--- config.mk ---
export PLATFORM = sky130hd
export DESIGN_NAME = draw_rect_text_flat
export DESIGN_NICKNAME = d
export VERILOG_FILES = /design/src/rtl/draw_rect_text_if.sv /design/src/rtl/draw_rect_text.sv /design/src/flat_wrapper.sv
export SDC_FILE = /design/constraint.sdc
export NUM_CORES = 1
export LEC_CHECK = 0
export CAP_MARGIN = 20
export CORE_MARGIN = 5
export CORE_UTILIZATION = 35
export CTS_CLUSTER_DIAMETER = 100
export DETAILED_ROUTE_END_ITERATION = 8
export GPL_TIMING_DRIVEN = 0
export HOLD_SLACK_MARGIN = 0.02
export PLACE_DENSITY = 0.69
export SLEW_MARGIN = 0
export SYNTH_ARGS = -nofsm -noshare
export SYNTH_HDL_FRONTEND = slang
export SYNTH_SLANG_ARGS = --single-unit
--- constraint.sdc ---
create_clock -name clk -period 2.2 [get_ports clk]
set_clock_uncertainty 0.15 [all_clocks]
set_input_delay 0.44 -clock clk [delete_from_list [all_inputs] [get_ports clk]]
set_output_delay 0.44 -clock clk [all_outputs]
set_load 0.01 [all_outputs]
--- src/rtl/draw_rect_text_if.sv ---
// VGA timing + colour bundle passed between pipeline stages of the video chain.
interface vga_if;
  logic [10:0] hcount;
  logic [10:0] vcount;
  logic        hsync;
  logic        vsync;
  logic        hblnk;
  logic        vblnk;
  logic [11:0] rgb;

  modport in  (input  hcount, vcount, hsync, vsync, hblnk, vblnk, rgb);
  modport out (output hcount, vcount, hsync, vsync, hblnk, vblnk, rgb);
endinterface

--- src/rtl/draw_rect_text.sv ---
// Text-box overlay: maps each pixel to a character cell, addresses an external
// text/font ROM and overlays the returned glyph row, latency-matched to the ROM.
module draw_rect_text #(
  parameter int          X              = 0,
  parameter int          Y              = 0,
  parameter int          COLUMNS        = 16,
  parameter int          ROWS           = 16,
  parameter int          CWIDTH         = 8,
  parameter int          CHEIGHT        = 16,
  parameter int          SCALE          = 1,
  parameter int          FONT_LAT       = 1,
  parameter int          N_MSG          = 4,
  parameter logic [11:0] FG_RGB         = 12'hfff,
  parameter logic [11:0] BG_RGB         = 12'h000,
  parameter int          TRANSPARENT_BG = 0,
  parameter int          BLINK_LOG2     = 5,
  localparam int         MSG_W          = (N_MSG > 1) ? $clog2(N_MSG) : 1
) (
  input  logic              clk,
  input  logic              rst,
  input  logic              enable,
  input  logic              blink_en,
  input  logic [MSG_W-1:0]  msg_sel,
  input  logic [CWIDTH-1:0] char_pixel,
  output logic [7:0]        char_xy,
  output logic [3:0]        char_line,
  output logic [MSG_W-1:0]  msg_idx,
  vga_if.in                 in,
  vga_if.out                out
);
  localparam int CELL_W = CWIDTH * SCALE;
  localparam int CELL_H = CHEIGHT * SCALE;
  localparam int BOX_W  = COLUMNS * CELL_W;
  localparam int BOX_H  = ROWS * CELL_H;

  typedef struct packed {
    logic [10:0] hcount;
    logic [10:0] vcount;
    logic        hsync;
    logic        vsync;
    logic        hblnk;
    logic        vblnk;
    logic [11:0] rgb;
    logic        active;
    logic        en;
    logic [2:0]  bit_idx;
  } pix_t;

  pix_t                  pipe_r [FONT_LAT+1];
  pix_t                  stage_a_s;
  pix_t                  tail_s;
  logic [31:0]           hc_s;
  logic [31:0]           vc_s;
  logic [31:0]           dx_s;
  logic [31:0]           dy_s;
  logic                  active_s;
  logic [7:0]            cell_xy_s;
  logic [3:0]            cell_line_s;
  logic                  pixel_on_s;
  logic                  vsync_rise_s;
  logic                  vsync_prev_r;
  logic                  visible_r;
  logic [BLINK_LOG2-1:0] frame_cnt_r;
  logic [BLINK_LOG2-1:0] frame_next_s;

  // Box test (compare before subtracting so left/top of box never wraps in) and cell decode.
  always_comb begin
    hc_s     = {21'd0, in.hcount};
    vc_s     = {21'd0, in.vcount};
    active_s = (hc_s >= 32'(X)) && (hc_s < 32'(X + BOX_W)) &&
               (vc_s >= 32'(Y)) && (vc_s < 32'(Y + BOX_H));
    dx_s     = hc_s - 32'(X);
    dy_s     = vc_s - 32'(Y);

    stage_a_s        = '0;
    stage_a_s.hcount = in.hcount;
    stage_a_s.vcount = in.vcount;
    stage_a_s.hsync  = in.hsync;
    stage_a_s.vsync  = in.vsync;
    stage_a_s.hblnk  = in.hblnk;
    stage_a_s.vblnk  = in.vblnk;
    stage_a_s.rgb    = in.rgb;
    stage_a_s.active = active_s;
    stage_a_s.en     = enable;
    if (active_s) begin
      cell_xy_s         = {4'(dx_s / 32'(CELL_W)), 4'(dy_s / 32'(CELL_H))};
      cell_line_s       = 4'((dy_s / 32'(SCALE)) % 32'(CHEIGHT));
      stage_a_s.bit_idx = 3'((dx_s / 32'(SCALE)) % 32'(CWIDTH));
    end else begin
      cell_xy_s         = 8'd0;
      cell_line_s       = 4'd0;
      stage_a_s.bit_idx = 3'd0;
    end
  end

  // Stage A address register followed by FONT_LAT delay stages matching the ROM.
  always_ff @(posedge clk) begin
    if (rst) begin
      for (int i = 0; i <= FONT_LAT; i++) begin
        pipe_r[i] <= '0;
      end
      char_xy   <= 8'd0;
      char_line <= 4'd0;
    end else begin
      pipe_r[0] <= stage_a_s;
      for (int i = 1; i <= FONT_LAT; i++) begin
        pipe_r[i] <= pipe_r[i-1];
      end
      char_xy   <= cell_xy_s;
      char_line <= cell_line_s;
    end
  end

  assign tail_s     = pipe_r[FONT_LAT];
  assign pixel_on_s = char_pixel[3'(CWIDTH - 1) - tail_s.bit_idx];

  // Stage B: glyph/background/pass-through select; blanking forces black.
  always_ff @(posedge clk) begin
    if (rst) begin
      out.hcount <= 11'd0;
      out.vcount <= 11'd0;
      out.hsync  <= 1'b0;
      out.vsync  <= 1'b0;
      out.hblnk  <= 1'b0;
      out.vblnk  <= 1'b0;
      out.rgb    <= 12'h000;
    end else begin
      out.hcount <= tail_s.hcount;
      out.vcount <= tail_s.vcount;
      out.hsync  <= tail_s.hsync;
      out.vsync  <= tail_s.vsync;
      out.hblnk  <= tail_s.hblnk;
      out.vblnk  <= tail_s.vblnk;
      if (tail_s.hblnk || tail_s.vblnk) begin
        out.rgb <= 12'h000;
      end else if (tail_s.active && tail_s.en && visible_r) begin
        if (pixel_on_s) begin
          out.rgb <= FG_RGB;
        end else if (TRANSPARENT_BG != 0) begin
          out.rgb <= tail_s.rgb;
        end else begin
          out.rgb <= BG_RGB;
        end
      end else begin
        out.rgb <= tail_s.rgb;
      end
    end
  end

  assign vsync_rise_s = in.vsync && !vsync_prev_r;
  assign frame_next_s = frame_cnt_r + BLINK_LOG2'(1);

  // Frame-boundary state: blink counter, visibility and message latch change only on vsync rise.
  always_ff @(posedge clk) begin
    if (rst) begin
      vsync_prev_r <= 1'b0;
      frame_cnt_r  <= '0;
      visible_r    <= 1'b0;
      msg_idx      <= '0;
    end else begin
      vsync_prev_r <= in.vsync;
      if (vsync_rise_s) begin
        frame_cnt_r <= frame_next_s;
        visible_r   <= !blink_en || !frame_next_s[BLINK_LOG2-1];
        if (32'(msg_sel) >= 32'(N_MSG)) begin
          msg_idx <= MSG_W'(N_MSG - 1);
        end else begin
          msg_idx <= msg_sel;
        end
      end else begin
        frame_cnt_r <= frame_cnt_r;
        visible_r   <= visible_r;
        msg_idx     <= msg_idx;
      end
    end
  end

endmodule

--- src/flat_wrapper.sv ---
// flat-port wrapper written by rule: the top's interface ports become plain ports
module draw_rect_text_flat 
#(
  parameter int          X              = 0,
  parameter int          Y              = 0,
  parameter int          COLUMNS        = 16,
  parameter int          ROWS           = 16,
  parameter int          CWIDTH         = 8,
  parameter int          CHEIGHT        = 16,
  parameter int          SCALE          = 1,
  parameter int          FONT_LAT       = 1,
  parameter int          N_MSG          = 4,
  parameter logic [11:0] FG_RGB         = 12'hfff,
  parameter logic [11:0] BG_RGB         = 12'h000,
  parameter int          TRANSPARENT_BG = 0,
  parameter int          BLINK_LOG2     = 5,
  localparam int         MSG_W          = (N_MSG > 1) ? $clog2(N_MSG) : 1
)
  (clk, rst, enable, blink_en, msg_sel, char_pixel, char_xy, char_line, msg_idx, in_hcount, in_vcount, in_hsync, in_vsync, in_hblnk, in_vblnk, in_rgb, out_hcount, out_vcount, out_hsync, out_vsync, out_hblnk, out_vblnk, out_rgb);
  vga_if in_i ();
  vga_if out_i ();
  input  logic clk;
  input  logic rst;
  input  logic enable;
  input  logic blink_en;
  input  logic [MSG_W-1:0] msg_sel;
  input  logic [CWIDTH-1:0] char_pixel;
  output logic [7:0] char_xy;
  output logic [3:0] char_line;
  output logic [MSG_W-1:0] msg_idx;
  input wire logic [$bits(in_i.hcount)-1:0] in_hcount;
  input wire logic [$bits(in_i.vcount)-1:0] in_vcount;
  input wire logic [$bits(in_i.hsync)-1:0] in_hsync;
  input wire logic [$bits(in_i.vsync)-1:0] in_vsync;
  input wire logic [$bits(in_i.hblnk)-1:0] in_hblnk;
  input wire logic [$bits(in_i.vblnk)-1:0] in_vblnk;
  input wire logic [$bits(in_i.rgb)-1:0] in_rgb;
  output wire logic [$bits(out_i.hcount)-1:0] out_hcount;
  output wire logic [$bits(out_i.vcount)-1:0] out_vcount;
  output wire logic [$bits(out_i.hsync)-1:0] out_hsync;
  output wire logic [$bits(out_i.vsync)-1:0] out_vsync;
  output wire logic [$bits(out_i.hblnk)-1:0] out_hblnk;
  output wire logic [$bits(out_i.vblnk)-1:0] out_vblnk;
  output wire logic [$bits(out_i.rgb)-1:0] out_rgb;
  assign in_i.hcount = in_hcount;
  assign in_i.vcount = in_vcount;
  assign in_i.hsync = in_hsync;
  assign in_i.vsync = in_vsync;
  assign in_i.hblnk = in_hblnk;
  assign in_i.vblnk = in_vblnk;
  assign in_i.rgb = in_rgb;
  assign out_hcount = out_i.hcount;
  assign out_vcount = out_i.vcount;
  assign out_hsync = out_i.hsync;
  assign out_vsync = out_i.vsync;
  assign out_hblnk = out_i.hblnk;
  assign out_vblnk = out_i.vblnk;
  assign out_rgb = out_i.rgb;
  draw_rect_text #(.X(X), .Y(Y), .COLUMNS(COLUMNS), .ROWS(ROWS), .CWIDTH(CWIDTH), .CHEIGHT(CHEIGHT), .SCALE(SCALE), .FONT_LAT(FONT_LAT), .N_MSG(N_MSG), .FG_RGB(FG_RGB), .BG_RGB(BG_RGB), .TRANSPARENT_BG(TRANSPARENT_BG), .BLINK_LOG2(BLINK_LOG2)) u_core (.clk(clk), .rst(rst), .enable(enable), .blink_en(blink_en), .msg_sel(msg_sel), .char_pixel(char_pixel), .char_xy(char_xy), .char_line(char_line), .msg_idx(msg_idx), .in(in_i), .out(out_i));
endmodule
==> results of run 1 <==
## worst register-to-register path, stage by stage (launching register included)
cell and delay [ns]:
dfxtp_1 0.30, buf_6 0.13, mux2i_1 0.15, mux4_2 0.55, buf_6 0.19, a21oi_2 0.13
## kinds of logic (layout without fill, tap and decap cells)
family / after synthesis / count (layout)
adders and majority gates: 1 / 1
muxes: 5 / 5
AOI/OAI and AO/OA: 32 / 32
DFF: 144 / 144
xor gates and xnor gates: 3 / 3
buffers and inverters: 20 / 152
and+or+nand+nor: 144 / 144
## where the power goes
part	internal [uW]	switching [uW]	total (uW)
Clock	1860	1020	2880
Sequential	2700	22.2	2720
Combinational	174	114	288
## per-stage QoR
| stage | hold WS (ns) | cells |
|---|---|---|
| 2_1_floorplan | 0.264 | 349 |
| 3_3_place_gp | 0.268 | 594 |
| 3_5_place_dp | 0.272 | 594 |
| 4_1_cts | 0.283 | 624 |
| 5_1_grt | 0.295 | 624 |
| 6_report | 0.278 | 624 |
## cell type report
type | instances | share of cell area, %
sequential | 144 | 48.3
multi-input combinational | 185 | 19.9
timing repair buffer | 102 | 17.1
clock buffer | 21 | 7.88
tap | 143 | 3.00
clock inverter | 9 | 2.22
buffer | 20 | 1.59
## worst max-delay path by stage
stage / startpoint / end / slack (ns) / cells after the start
2_1_floorplan: rst / u_core.char_line[1]$_SDFF_PP0_ / 0.59 / 5
3_3_place_gp: in_hcount[10] / u_core.char_xy[2]$_SDFF_PP0_ / -0.07 / 5
3_5_place_dp: in_hcount[10] / u_core.char_line[1]$_SDFF_PP0_ / -0.08 / 5
4_1_cts: u_core.out.vcount[9]$_SDFF_PP0_ / out_vcount[9] / 0.31 / 1
5_1_grt: u_core.out.vcount[7]$_SDFF_PP0_ / out_vcount[7] / 0.29 / 1
6_report: u_core.out.hcount[6]$_SDFF_PP0_ / out_hcount[6] / 0.34 / 1
## synthesized netlist by cell type
master | instances | area (um2)
a21oi_1 | 7 | 35.0
a21oi_2 | 10 | 87.6
a311oi_1 | 1 | 8.76
and2_1 | 15 | 93.8
and3_1 | 1 | 6.26
buf_1 | 4 | 15.0
buf_2 | 1 | 5.00
buf_4 | 1 | 7.51
buf_6 | 2 | 22.5
clkbuf_1 | 12 | 45.0
dfxtp_1 | 144 | 2880
ha_1 | 1 | 12.5
mux2i_1 | 4 | 40.0
mux4_2 | 1 | 22.5
nand2_1 | 6 | 22.5
nand2b_1 | 1 | 6.26
nand3_1 | 2 | 10.0
nand3b_1 | 1 | 7.51
nor2_1 | 3 | 11.3
nor2_4 | 1 | 11.3
nor2b_1 | 109 | 682
nor3_1 | 1 | 5.00
o21ai_0 | 14 | 70.1
or3_1 | 2 | 12.5
or4_1 | 1 | 7.51
or4_4 | 1 | 11.3
xnor2_1 | 2 | 17.5
xor2_1 | 1 | 8.76
## registers in the layout, summed over array words and instances, names as in the netlist
signal and cells:
u_core.out.vcount 11, u_core.visible_r 1, u_core.char_line 4, u_core.out.vsync 1, u_core.msg_idx 2, u_core.out.rgb 12
u_core.out.hblnk 1, u_core.out.hcount 11, u_core.out.hsync 1, u_core.frame_cnt_r 5, u_core.out.vblnk 1, u_core.char_xy 8
u_core.pipe_r 86
## cells in the final DEF (no fill, tap or decap)
| cell type | instances |
|---|---|
| dfxtp_1 | 144 |
| nor2b_1 | 109 |
| clkdlybuf4s50_1 | 102 |
| clkbuf_16 | 17 |
| and2_1 | 15 |
| o21ai_0 | 14 |
| clkbuf_1 | 13 |
| a21oi_2 | 10 |
| a21oi_1 | 7 |
| nand2_1 | 6 |
| buf_1 | 4 |
| mux2i_1 | 4 |
| nor2_1 | 3 |
| bufinv_16 | 3 |
| clkbuf_8 | 3 |
| nand3_1 | 2 |
| or3_1 | 2 |
| xnor2_1 | 2 |
| buf_6 | 2 |
| clkinvlp_4 | 2 |
| clkinv_2 | 2 |
| buf_2 | 1 |
| or4_4 | 1 |
| or4_1 | 1 |
| nor2_4 | 1 |
| buf_4 | 1 |
| nand2b_1 | 1 |
| nand3b_1 | 1 |
| xor2_1 | 1 |
| and3_1 | 1 |
| mux4_2 | 1 |
| nor3_1 | 1 |
| a311oi_1 | 1 |
| ha_1 | 1 |
| clkinv_4 | 1 |
| inv_6 | 1 |
## metal layers
metal / global-route usage [%] / share of wire [%] / wire length [um]
met1: 12.7 / 42 / 3360
met2: 20.1 / 50 / 4010
met3: 5.12 / 6.4 / 508
met4: 5.00 / 1.5 / 116
met5: 0 / 0 / 0
==> summary.md, run 1 <==
| Metric | Value |
|---|---|
| Status | `finished clean` |
| Critical Path AT | `1.27 ns` |
| Mapped Area | `4170 um2` |
| Hold path start | `u_core.pipe_r[0][14]$_SDFF_PP0_` |
| Chip Height | `119 um` |
| CTS Hold Bufs | `0` |
| Synthesized flop and latch total | `144` |
| Cell family with most CP delay | `buffers and inverters` |
| Syn-to-layout area delta | `43.3%` |
| Dpl ws | `-0.0832 ns` |
| Final net count | `523` |
| Die width | `119 um` |
| Setup Buffers After CTS | `0` |
| Synth Area in Compound Gates | `4.83%` |
| Avg Inst Size Synth | `approximately 12 um2` |
| Die area | `14200 um2` |
| Fmax | `537 MHz` |
| DRC Markers | `0` |
| Post-DR vias/cell | `4.25` |
| Synth Area in Simple Gates | `between 20% and 30%` |
| Slew headroom | `between 50% and 60%` |
| Final setup margin | `0.337 ns` |
| Area of the multi-input gates | `about 1200 um2` |
| Max Fanout on Critical Path | `1` |
| Setup CP Type | `reg2out` |
| Port buffer count | `102` |
| Post-CTS resize count | `0` |
| Final core utilization | `between 50% and 60%` |
| XOR/XNOR share of the synthesized area | `0.630%` |
| R2R Setup Slk | `0.54 ns` |
| Vias in the first global route | `2612` |
| Slew @ Worst Pin | `about 0.65 ns` |
| H-tree Lvls | `4` |
| Setup TNS | `0 ns` |
| Post-layout min period | `1.86 ns` |
| Fillers | `1027` |
| Ports | `104` |
| Number of hold violations in the final report | `0` |
| Crit path buf inv count | `1` |
| Reg2reg path depth | `5` |
| Clock slew at reported path FFs | `0.06 ns` |
| Critical path's largest stage delay | `0.54 ns` |
| Pwr/cell area | `just under 1000 nW/um2` |
| CP endpoint kind | `primary output` |
| Clock Sinks | `144` |
| CP Cell Sequence | `clkdlybuf4s50_1` |
| Fin area | `approximately 6000 um2` |
| Cell variety after synth | `28` |
| Skew-Pair Late Insertion Delay | `0.40 ns` |
| Critical-path top delay cell | `clkdlybuf4s50_1` |
| R2r endpoint | `u_core.out.rgb[8]$_SDFF_PP0_` |
| GP Congestion | `just under 0.8` |
| CTS tree | `done` |
| Synth warn | `0` |
| Hold worst-path end | `u_core.pipe_r[0][57]$_SDFF_PP0_` |
| WL final | `8000 um` |
| Clock tree buffer depth | `2` |
| Iter 0 DRT Violations | `between 90 and 100` |
| Fin. max-slew vios | `0` |
| Vias | `2652` |
| RR Startpoint | `u_core.pipe_r[0][44]$_SDFF_PP0_` |
| Diodes inserted | `0` |
| Worst vdd ir | `0.373 mV` |
| Row cnt | `39` |
| Overflow after GRT | `0` |
| Root buf cell | `clkbuf_16` |
| Reg area | `~2900 um2` |
| Register area share after synthesis | `69.2%` |
| Final Power | `5890 uW` |
| Syn Nets | `402` |
| Post-DP HPWL | `5890 um` |
| Worst Hold Depth | `1` |
| WL/cell | `12.8 um` |
| Post-synthesis mux area share | `1.50%` |
| Largest net degree at the start of global routing | `17` |
| Core area | `roughly 12000 um2` |
| Largest family of logic cells by synthesized area | `simple AND/OR/NAND/NOR gates` |
| Mapped Cells | `approximately 350` |
| Required time of the critical path | `1.61 ns` |
| Startpoint types | `register` |
| TritonCTS buffer count | `17` |
| Layout cells sized above 1 | `9.56%` |
| Max Cap Violations | `0` |
| RSZ-0062 raised after global routing | `no` |
| Min-delay worst type | `reg2reg` |
| ANT nets after route | `0` |
| Leak Pwr | `0.00227 uW` |
| Total track usage | `around an eighth` |
| Initial antenna violation count | `0` |
| Final setup viols | `0` |
| Global-route wire length before repair | `12700 um` |
| Initial Utilization | `approximately 36%` |
| Adder-Cell Fraction of Synth Area | `0.300%` |
| Fin crit share | `between 80% and 90%` |
| Post-DP Area | `5370 um2` |
| DRT Pass-1 Iters | `4` |
No activity file was read; power rests on OpenSTA's default activity.
==> run 2: changes to the inputs <==
==> constraint.sdc (replaced) <==
create_clock -name clk -period 1.9 [get_ports clk]
set_clock_uncertainty 0.15 [all_clocks]
set_input_delay 0.38 -clock clk [delete_from_list [all_inputs] [get_ports clk]]
set_output_delay 0.38 -clock clk [all_outputs]
set_load 0.01 [all_outputs]
==> results of run 2 <==
The final DEF is identical to that of run 1. Status: finished clean.
Among the figures that moved: setup slack after placement -0.0832 ns -> -0.323 ns; setup slack after layout 0.337 ns -> 0.0968 ns; register-to-register setup slack 0.54 ns -> 0.24 ns; total power 5890 uW -> 6820 uW; worst IR drop on VDD 0.373 mV -> 0.432 mV
